$ cat src/rtl/phy_pkg.sv
// rtl/phy_pkg.sv - shared constants, state encoding and CRC step for the PLCP transmit framer
package phy_pkg;

    localparam logic [15:0] SFD_LONG       = 16'hF3A0;
    localparam logic [15:0] SFD_SHORT      = 16'h05CF;
    localparam logic [7:0]  SIGNAL_1M      = 8'h0A;
    localparam logic [15:0] CRC16_POLY     = 16'h1021;
    localparam logic [15:0] CRC16_INIT     = 16'hFFFF;
    localparam int          SHORT_SYNC_LEN = 56;

    localparam logic [2:0] ST_IDLE = 3'd0;
    localparam logic [2:0] ST_SYNC = 3'd1;
    localparam logic [2:0] ST_SFD  = 3'd2;
    localparam logic [2:0] ST_HDR  = 3'd3;
    localparam logic [2:0] ST_CRC  = 3'd4;
    localparam logic [2:0] ST_DONE = 3'd5;

    // One serial step of the CCITT CRC, MSB-feedback form.
    function automatic logic [15:0] crc16_step(input logic [15:0] crc, input logic din);
        logic fb;
        fb = crc[15] ^ din;
        return {crc[14:0], 1'b0} ^ (fb ? CRC16_POLY : 16'h0000);
    endfunction

endpackage

$ cat src/rtl/phy_crc16_tx.sv
// rtl/phy_crc16_tx.sv - serial CCITT CRC-16 register with preset and enable
import phy_pkg::*;

module phy_crc16_tx (
    input  logic        clk,
    input  logic        reset_n,
    input  logic        init,
    input  logic        en,
    input  logic        data,
    output logic [15:0] crc
);

    logic [15:0] crc_q;
    logic [15:0] crc_d;

    always_comb begin
        crc_d = crc_q;
        if (init) begin
            crc_d = CRC16_INIT;
        end else if (en) begin
            crc_d = crc16_step(crc_q, data);
        end
    end

    always_ff @(posedge clk or negedge reset_n) begin
        if (!reset_n) begin
            crc_q <= 16'h0000;
        end else begin
            crc_q <= crc_d;
        end
    end

    assign crc = crc_q;

endmodule

$ cat src/rtl/phy_header_gen.sv
// rtl/phy_header_gen.sv - 802.11b DSSS PLCP preamble/header serialiser; PHY_SHORT_PREAMBLE_EN adds short preamble
import phy_pkg::*;

module phy_header_gen #(
    parameter int          SYNC_LEN    = 128,
    parameter logic [15:0] SFD_LONG    = phy_pkg::SFD_LONG,
    parameter logic [7:0]  SERVICE_DEF = 8'h00
) (
    input  logic        clk,
    input  logic        reset_n,
    input  logic        tx_start,
    input  logic [7:0]  pkt_rate,
    input  logic [15:0] pkt_len,
`ifdef PHY_SHORT_PREAMBLE_EN
    input  logic        tx_short_pre,
`endif
    input  logic        bit_ready,
    output logic        tx_bit,
    output logic        tx_bit_valid,
    output logic        tx_busy,
    output logic        hdr_done
);

    logic [2:0]  state_q, state_d;
    logic [7:0]  sync_cnt_q, sync_cnt_d;
    logic [5:0]  fld_cnt_q, fld_cnt_d;
    logic [31:0] hdr_q, hdr_d;
    logic [15:0] crc_reg;
    logic        use_short;
    logic        advance;
    logic        accept;
    logic [7:0]  sync_last;
    logic [15:0] sfd_sel;

`ifdef PHY_SHORT_PREAMBLE_EN
    logic short_q, short_d;

    always_comb begin
        short_d = short_q;
        if (accept) begin
            short_d = tx_short_pre;
        end
    end

    always_ff @(posedge clk or negedge reset_n) begin
        if (!reset_n) begin
            short_q <= 1'b0;
        end else begin
            short_q <= short_d;
        end
    end

    assign use_short = short_q;
`else
    assign use_short = 1'b0;
`endif

    assign tx_bit_valid = (state_q == ST_SYNC) || (state_q == ST_SFD) ||
                          (state_q == ST_HDR)  || (state_q == ST_CRC);
    assign tx_busy      = (state_q != ST_IDLE);
    assign hdr_done     = (state_q == ST_DONE);
    assign advance      = bit_ready && tx_bit_valid;
    assign accept       = (state_q == ST_IDLE) && tx_start;
    assign sync_last    = use_short ? 8'(SHORT_SYNC_LEN - 1) : 8'(SYNC_LEN - 1);
    assign sfd_sel      = use_short ? SFD_SHORT : SFD_LONG;

    always_comb begin
        state_d    = state_q;
        sync_cnt_d = sync_cnt_q;
        fld_cnt_d  = fld_cnt_q;
        hdr_d      = hdr_q;
        case (state_q)
            ST_IDLE: begin
                if (tx_start) begin
                    hdr_d      = {pkt_len, SERVICE_DEF, pkt_rate};
                    sync_cnt_d = 8'd0;
                    fld_cnt_d  = 6'd0;
                    state_d    = ST_SYNC;
                end
            end
            ST_SYNC: begin
                if (advance) begin
                    if (sync_cnt_q == sync_last) begin
                        sync_cnt_d = 8'd0;
                        state_d    = ST_SFD;
                    end else begin
                        sync_cnt_d = sync_cnt_q + 8'd1;
                    end
                end
            end
            ST_SFD: begin
                if (advance) begin
                    if (fld_cnt_q == 6'd15) begin
                        fld_cnt_d = 6'd0;
                        state_d   = ST_HDR;
                    end else begin
                        fld_cnt_d = fld_cnt_q + 6'd1;
                    end
                end
            end
            ST_HDR: begin
                if (advance) begin
                    if (fld_cnt_q == 6'd31) begin
                        fld_cnt_d = 6'd0;
                        state_d   = ST_CRC;
                    end else begin
                        fld_cnt_d = fld_cnt_q + 6'd1;
                    end
                end
            end
            ST_CRC: begin
                if (advance) begin
                    if (fld_cnt_q == 6'd15) begin
                        fld_cnt_d = 6'd0;
                        state_d   = ST_DONE;
                    end else begin
                        fld_cnt_d = fld_cnt_q + 6'd1;
                    end
                end
            end
            ST_DONE: state_d = ST_IDLE;
            default: state_d = ST_IDLE;
        endcase
    end

    // CRC goes out complemented, x^15 term first.
    always_comb begin
        tx_bit = 1'b0;
        case (state_q)
            ST_SYNC: tx_bit = ~use_short;
            ST_SFD:  tx_bit = sfd_sel[fld_cnt_q[3:0]];
            ST_HDR:  tx_bit = hdr_q[fld_cnt_q[4:0]];
            ST_CRC:  tx_bit = ~crc_reg[4'd15 - fld_cnt_q[3:0]];
            default: tx_bit = 1'b0;
        endcase
    end

    always_ff @(posedge clk or negedge reset_n) begin
        if (!reset_n) begin
            state_q    <= ST_IDLE;
            sync_cnt_q <= 8'd0;
            fld_cnt_q  <= 6'd0;
            hdr_q      <= 32'd0;
        end else begin
            state_q    <= state_d;
            sync_cnt_q <= sync_cnt_d;
            fld_cnt_q  <= fld_cnt_d;
            hdr_q      <= hdr_d;
        end
    end

    phy_crc16_tx u_crc (
        .clk     (clk),
        .reset_n (reset_n),
        .init    (accept),
        .en      (advance && (state_q == ST_HDR)),
        .data    (hdr_q[fld_cnt_q[4:0]]),
        .crc     (crc_reg)
    );

endmodule

$ cat config.mk
export PLATFORM = sky130hd
export DESIGN_NAME = phy_header_gen
export DESIGN_NICKNAME = d
export VERILOG_FILES = /design/src/rtl/phy_pkg.sv /design/src/rtl/phy_crc16_tx.sv /design/src/rtl/phy_header_gen.sv
export SDC_FILE = /design/constraint.sdc
export NUM_CORES = 1
export LEC_CHECK = 0
export BUFFER_PORTS_ARGS = -buffer_cell sky130_fd_sc_hd__buf_2
export CAP_MARGIN = 20
export CELL_PAD_IN_SITES_DETAIL_PLACEMENT = 1
export CELL_PAD_IN_SITES_GLOBAL_PLACEMENT = 2
export CORE_ASPECT_RATIO = 0.6
export CORE_MARGIN = 2
export CORE_UTILIZATION = 24
export CTS_CLUSTER_SIZE = 20
export DETAILED_ROUTE_END_ITERATION = 7
export GPL_TIMING_DRIVEN = 0
export PLACE_DENSITY_LB_ADDON = 0.05
export RECOVER_POWER = 100
export SLEW_MARGIN = 20
export SYNTH_ARGS = -nofsm -noshare
export SYNTH_HDL_FRONTEND = slang
export SYNTH_SLANG_ARGS = --single-unit
$ cat constraint.sdc
create_clock -name clk -period 3.9 [get_ports clk]
set_input_delay 0.78 -clock clk [delete_from_list [all_inputs] [get_ports clk]]
set_output_delay 0.78 -clock clk [all_outputs]
set_load 0.1 [all_outputs]
Yosys cells after proc, flatten, opt, wreduce, memory -nomap -nowiden
Memory sizes are Yosys's and may differ from the RTL's. Index checks and enable logic that the tools add are counted.

Memory bits (read-only): 16. Bits of input ports: 28. Logic and storage cells: 78. Register bits after elaboration: 57. Memories kept: 1. Output and inout port bits: 4.

Memory list: (name not given) (words 16, width 1, read ports 1, clocked after Yosys merged registers in 0, wr ports 0, line phy_header_gen.sv:131) `ST_SFD: tx_bit = sfd_sel[fld_cnt_q[3:0]];`.

Bitwise logic cells: 3. Magnitude comparators: 3. Mux-type cells: 29. Add/subtract/negate cells: 3. Equal/unequal tests: 18. Reductions and logical operators: 16.

Operators with widths (count): 2-to-1 mux 16 bit (2); 2-to-1 mux 6 bit (5); 2-to-1 mux 3 bit (9); 2-to-1 mux 8 bit (3); one-hot mux 6 bit (3 select lines) (1); one-hot mux 8 bit (2 select lines) (1); bitwise XOR 16 bit (1); one-hot mux 3 bit (5 select lines) (1); 2-to-1 mux 13 bit (1); < comparator 4 x 5 -> 1 bit (second input constant) (2); inequality test 2 x 1 -> 1 bit (second input constant) (5); inequality test 2 bit (second input constant) (5); AND reduction 9 bit (1); adder 8 x 1 -> 8 bit (second input constant) (1); equality test 8 x 7 -> 1 bit (second input constant) (1); adder 6 x 1 -> 6 bit (second input constant) (1); equality test 3 x 2 -> 1 bit (second input constant) (2); equality test 3 bit (second input constant) (2); equality test 6 x 4 -> 1 bit (second input constant) (1); equality test 6 x 5 -> 1 bit (second input constant) (1); < comparator 5 x 6 -> 1 bit (second input constant) (1); nonzero test 3 bit (2); binary-select mux 1 bit (select 5 bit) (1); binary-select mux 1 bit (select 4 bit) (1); other kinds (14) (21).

Longest topological paths before layout
Word-level depth: 8. Depth in mapped cells: 7. Depth with buffers taken out: 6.

Modules after synthesis
From an unflattened synthesis, not the netlist that was laid out.

Cells, all modules: 276. Area, all modules: 3133.0 um2.

Modules (own cells, without submodules): phy_header_gen (seq. area each 1026.0 um2, area an instance 2412.3 um2, cells an instance 220, instances 1); phy_crc16_tx (seq. area each 400.4 um2, area an instance 720.7 um2, cells an instance 56, instances 1).

Worst setup path after synthesis
Ideal clock, no wire load.

Kind: reg-to-output. Start point: register fld_cnt_q[0]. End point: output tx_bit. Cell stages (with the launch flop): 8. Arrival: 3.703 ns. Buffers on the path: 2. Slack: -0.583 ns. Required time: 3.120 ns. Path through: dfrtp_1 > buf_4 > buf_6 > mux2i_1 > a22oi_1 > o2111ai_2 > and4b_1 > o32ai_1.

Longest elaborated chain between the ends: 5. Elaborated cells on any way between the ends: 9. Those cells by class: 1 x add/sub; 6 x mux; 1 x bitwise; 1 x memory.

Ends and longest elaborated chain: from (decl) (line phy_header_gen.sv:26) `logic [5:0] fld_cnt_q, fld_cnt_d;`; from (signal assigned) (line phy_header_gen.sv:147) `fld_cnt_q <= fld_cnt_d;`; subtractor 4 bit (line phy_header_gen.sv:133) `ST_CRC: tx_bit = ~crc_reg[4'd15 - fld_cnt_q[3:0]];`; binary-select mux 1 bit (select 4 bit) (line phy_header_gen.sv:133); 2-to-1 mux 1 bit (not written as such) (line phy_header_gen.sv:133); NOT 1 bit (line phy_header_gen.sv:133); one-hot mux 1 bit (4 select lines) (*) (line phy_header_gen.sv:129) `case (state_q)`; to (decl) (line phy_header_gen.sv:18) `output logic tx_bit,`.

Every way passes the cells marked *; elsewhere a longest branch is shown, timed or not. The select of a mux whose other input is x is not followed.

Worst setup path in the final report
Start point: register fld_cnt_q[1]. End point: output tx_bit.

Same word-level chain as after synthesis.

==> results.toml <==
[yosys]
synth_top_area_share = 0.466
synthTopCellsByCount = "dfrtp_1, mux2_2, nand2_1"
synth_edf_count = 0
synth_fp_nets = 298
syn_area_sq_mm = 0.00306
seq_area_frac_synth = 0.466
async_flop_share = 1.00
synth_area_leaders = "dfrtp_1, mux2_2, mux4_2, o22a_1, o21ai_0"
synth.most_common_cell = "dfrtp_1"
syn_area_per_cell_sq_um = 11.4
synth_cell_types = 53
yosysTopAreaCell = "dfrtp_1"
syn_inst = 268
ys_ff_latch = 57
ys_warn_count = 0
yosys_most_used_dff = "dfrtp_1"

[floorplanning]
core_area_sq_mm = 0.0123
rows = 31
io_pins = 32
die-width_microns = 150
initial_core_util = 0.250
die_area_sq_mm = 0.0137
die_h_microns = 91.5

[flow_run]
maxCapViolCount = 1

[setup_path]
critPathSlowestCell = "clkbuf_2"
cp_cell_sequence = "buf_2, nor2b_1, a22oi_1, o2111ai_2, and4b_1, o32ai_2, clkbuf_2"
critPathKind = "flop to output port"
worstPathArrival_ps = 2810
max_stage_delay_ps = 500
start_kind = "flop"
critPathMaxFanout = 10
cp.required_ps = 3120
rr_worst_depth = 6
critical_path.top_delay_family = "compound AO/OA/AOI/OAI gates"
worst-path-buf-inv = 2
r2r_slack_ps = 920
end_kind = "output port"
reg2reg_to = "hdr_q[27]$_DFFE_PN0P_"
rr_startpoint = "state_q[0]$_DFFE_PN0P_"

[detailed_routing]
wl_per_cell_microns = 17.4
drtIter0Drc = 57
firstDrtPassIters = 4
antenna_left = 0
vias = 2304
drc = 0
vias_per_cell = 4.79
wirelength_mm = 8.37

[pwr]
clock_power_share = 0.278
p_sw_mw = 1.26
combPwrFrac = 0.420
internal_power_mw = 1.86
power_density_mw_per_mm2 = 837
p_seq_frac = 0.302
leakage_nw = 1.46
max-vdd-ir-drop_mv = 0.217
swShare = 0.403

[min_path]
hold_path_end = "hdr_q[18]$_DFFE_PN0P_"
hp-class = "flop to flop"
min_from = "hdr_q[18]$_DFFE_PN0P_"
whs_path_depth = 1

[clock_tree]
post_cts_buffers = 0
root_buffer = "clkbuf_16"
ctsHoldBuffers = 0
cts_buffers = 9
htreeDepth = 3
cts.sinks = 57
post_cts_resized = 0
clk_pin_slew_worst_paths_ps = 50
cts_tree = "done"
clk_latency_ps = 330
cts_buffer_depth = 2

[timing]
max-slew-margin-rel = -0.207
min_period_ps = 3590
setup_viol = 0
finalHoldViolCount = 0
finalClockSkew_ps = 7.33
slew_violations = 39
finalCritPeriodShare = 0.919
max_freq_ghz = 0.279
tns_ps = 0
rsz0062_at_grt = "no"
worst_slew_pin_slew_ps = 1810

[place]
gp_congestion = 0.666
dp_cells = 465
placed_area_sq_mm = 0.00345
io_buffers = 31
hpwl_mm = 6.23

[finish]
area_delta_synth_final_pct = 21.8
largest_register_ffs = 24
finalCoreUtilization = 0.304
drive_gt1_frac = 0.278
fillers = 1397
seq_area_sq_mm = 0.00143
final_area_sq_mm = 0.00373
finalNonFillerCells = 481
multiInputGateArea_sq_mm = 0.00149
nets = 341
num_antenna_cells = 0

[global_routing]
grt_pass1_wl_mm = 13.5
top_usage_layer = "met1"
grt_usage = 0.132
met2_usage = 0.165
grt_pass1_vias = 2383
use_met3 = 0.0387
use_met1 = 0.210
grt_max_degree = 39
antenna_found_initial = 0
grt_overflow = 0

[run_status]
violations = "max-capacitance violations, max-slew violations"
status = "finished with violations"
[power by group through the flow]
stage / clock network (mW) / logic, mW / registers (mW)
6_report: 0.868 / 1.31 / 0.941
2_1_floorplan: 0 / 1.07 / 0.899
3_3_place_gp: 0 / 1.38 / 0.950
4_1_cts: 0.896 / 1.39 / 0.943
3_5_place_dp: 0 / 1.39 / 0.954
5_1_grt: 0.918 / 1.45 / 0.972
[area by class of cell]
cell class / count / share of cell area
sequential: 57 / 0.383
multi-input combinational: 186 / 0.400
clock inverter: 7 / 0.0272
tap: 165 / 0.0554
clock buffer: 9 / 0.0604
inverter: 7 / 0.00705
timing repair buffer: 32 / 0.0430
buffer: 18 / 0.0245
[per-layer routing]
metal | vias up | share of wire
li1 | 1086 | -
met1 | 1181 | 0.57
met2 | 27 | 0.38
met3 | 10 | 0.036
met4 | 0 | 0.012
met5 | - | 0
[how the worst max path moves through the flow]
stage / endpoint / cells after the start / slack, ps / start
floorplan: tx_bit / 7 / 430 / fld_cnt_q[0]$_DFFE_PN0P_
global placement: tx_bit / 7 / 620 / fld_cnt_q[1]$_DFFE_PN0P_
detailed placement: tx_bit / 7 / 640 / fld_cnt_q[1]$_DFFE_PN0P_
CTS: tx_bit / 7 / 280 / fld_cnt_q[1]$_DFFE_PN0P_
global route: hdr_q[16]$_DFFE_PN0P_ / 2 / 60 / reset_n
finish: tx_bit / 7 / 310 / fld_cnt_q[1]$_DFFE_PN0P_
[through the flow]
| stage | hold WS, ps | total power [mW] | setup slack [ps] |
|---|---|---|---|
| finish | 488 | 3.12 | 314 |
| global route | 506 | 3.34 | 64.0 |
| CTS | 341 | 3.23 | 276 |
| global placement | 471 | 2.33 | 623 |
| detailed placement | 481 | 2.34 | 636 |
| floorplan | 453 | 1.97 | 426 |
[worst register-to-register path, cell delays in order (launching register included)]
cell and delay (ps):
dfrtp_1 350, clkbuf_1 220, or3_1 410, clkbuf_1 180, nor2_1 750, clkbuf_1 560
mux2_2 400
[cell families after synthesis]
group                      count (synthesis)  share of synthesized area
muxes                                     41                      0.183
AOI/OAI and AO/OA                         58                      0.143
and+or+nand+nor                           80                      0.143
adders and majority gates                  2                    0.00818
DFF                                       57                      0.466
buffers and inverters                     25                     0.0425
xor gates and xnor gates                   5                     0.0143
[cells in the final DEF (no fill, tap or decap), drive strengths merged, types with 6 or more instances in the layout]
cell type,instances
o22a,13
nor2,17
mux4,9
nor3b,7
dfrtp,57
mux2i,6
inv,9
o21ai,17
mux2,26
buf,33
clkbuf,25
nor3,8
nand2,19
Note: power is estimated with default switching activity, not from simulation.
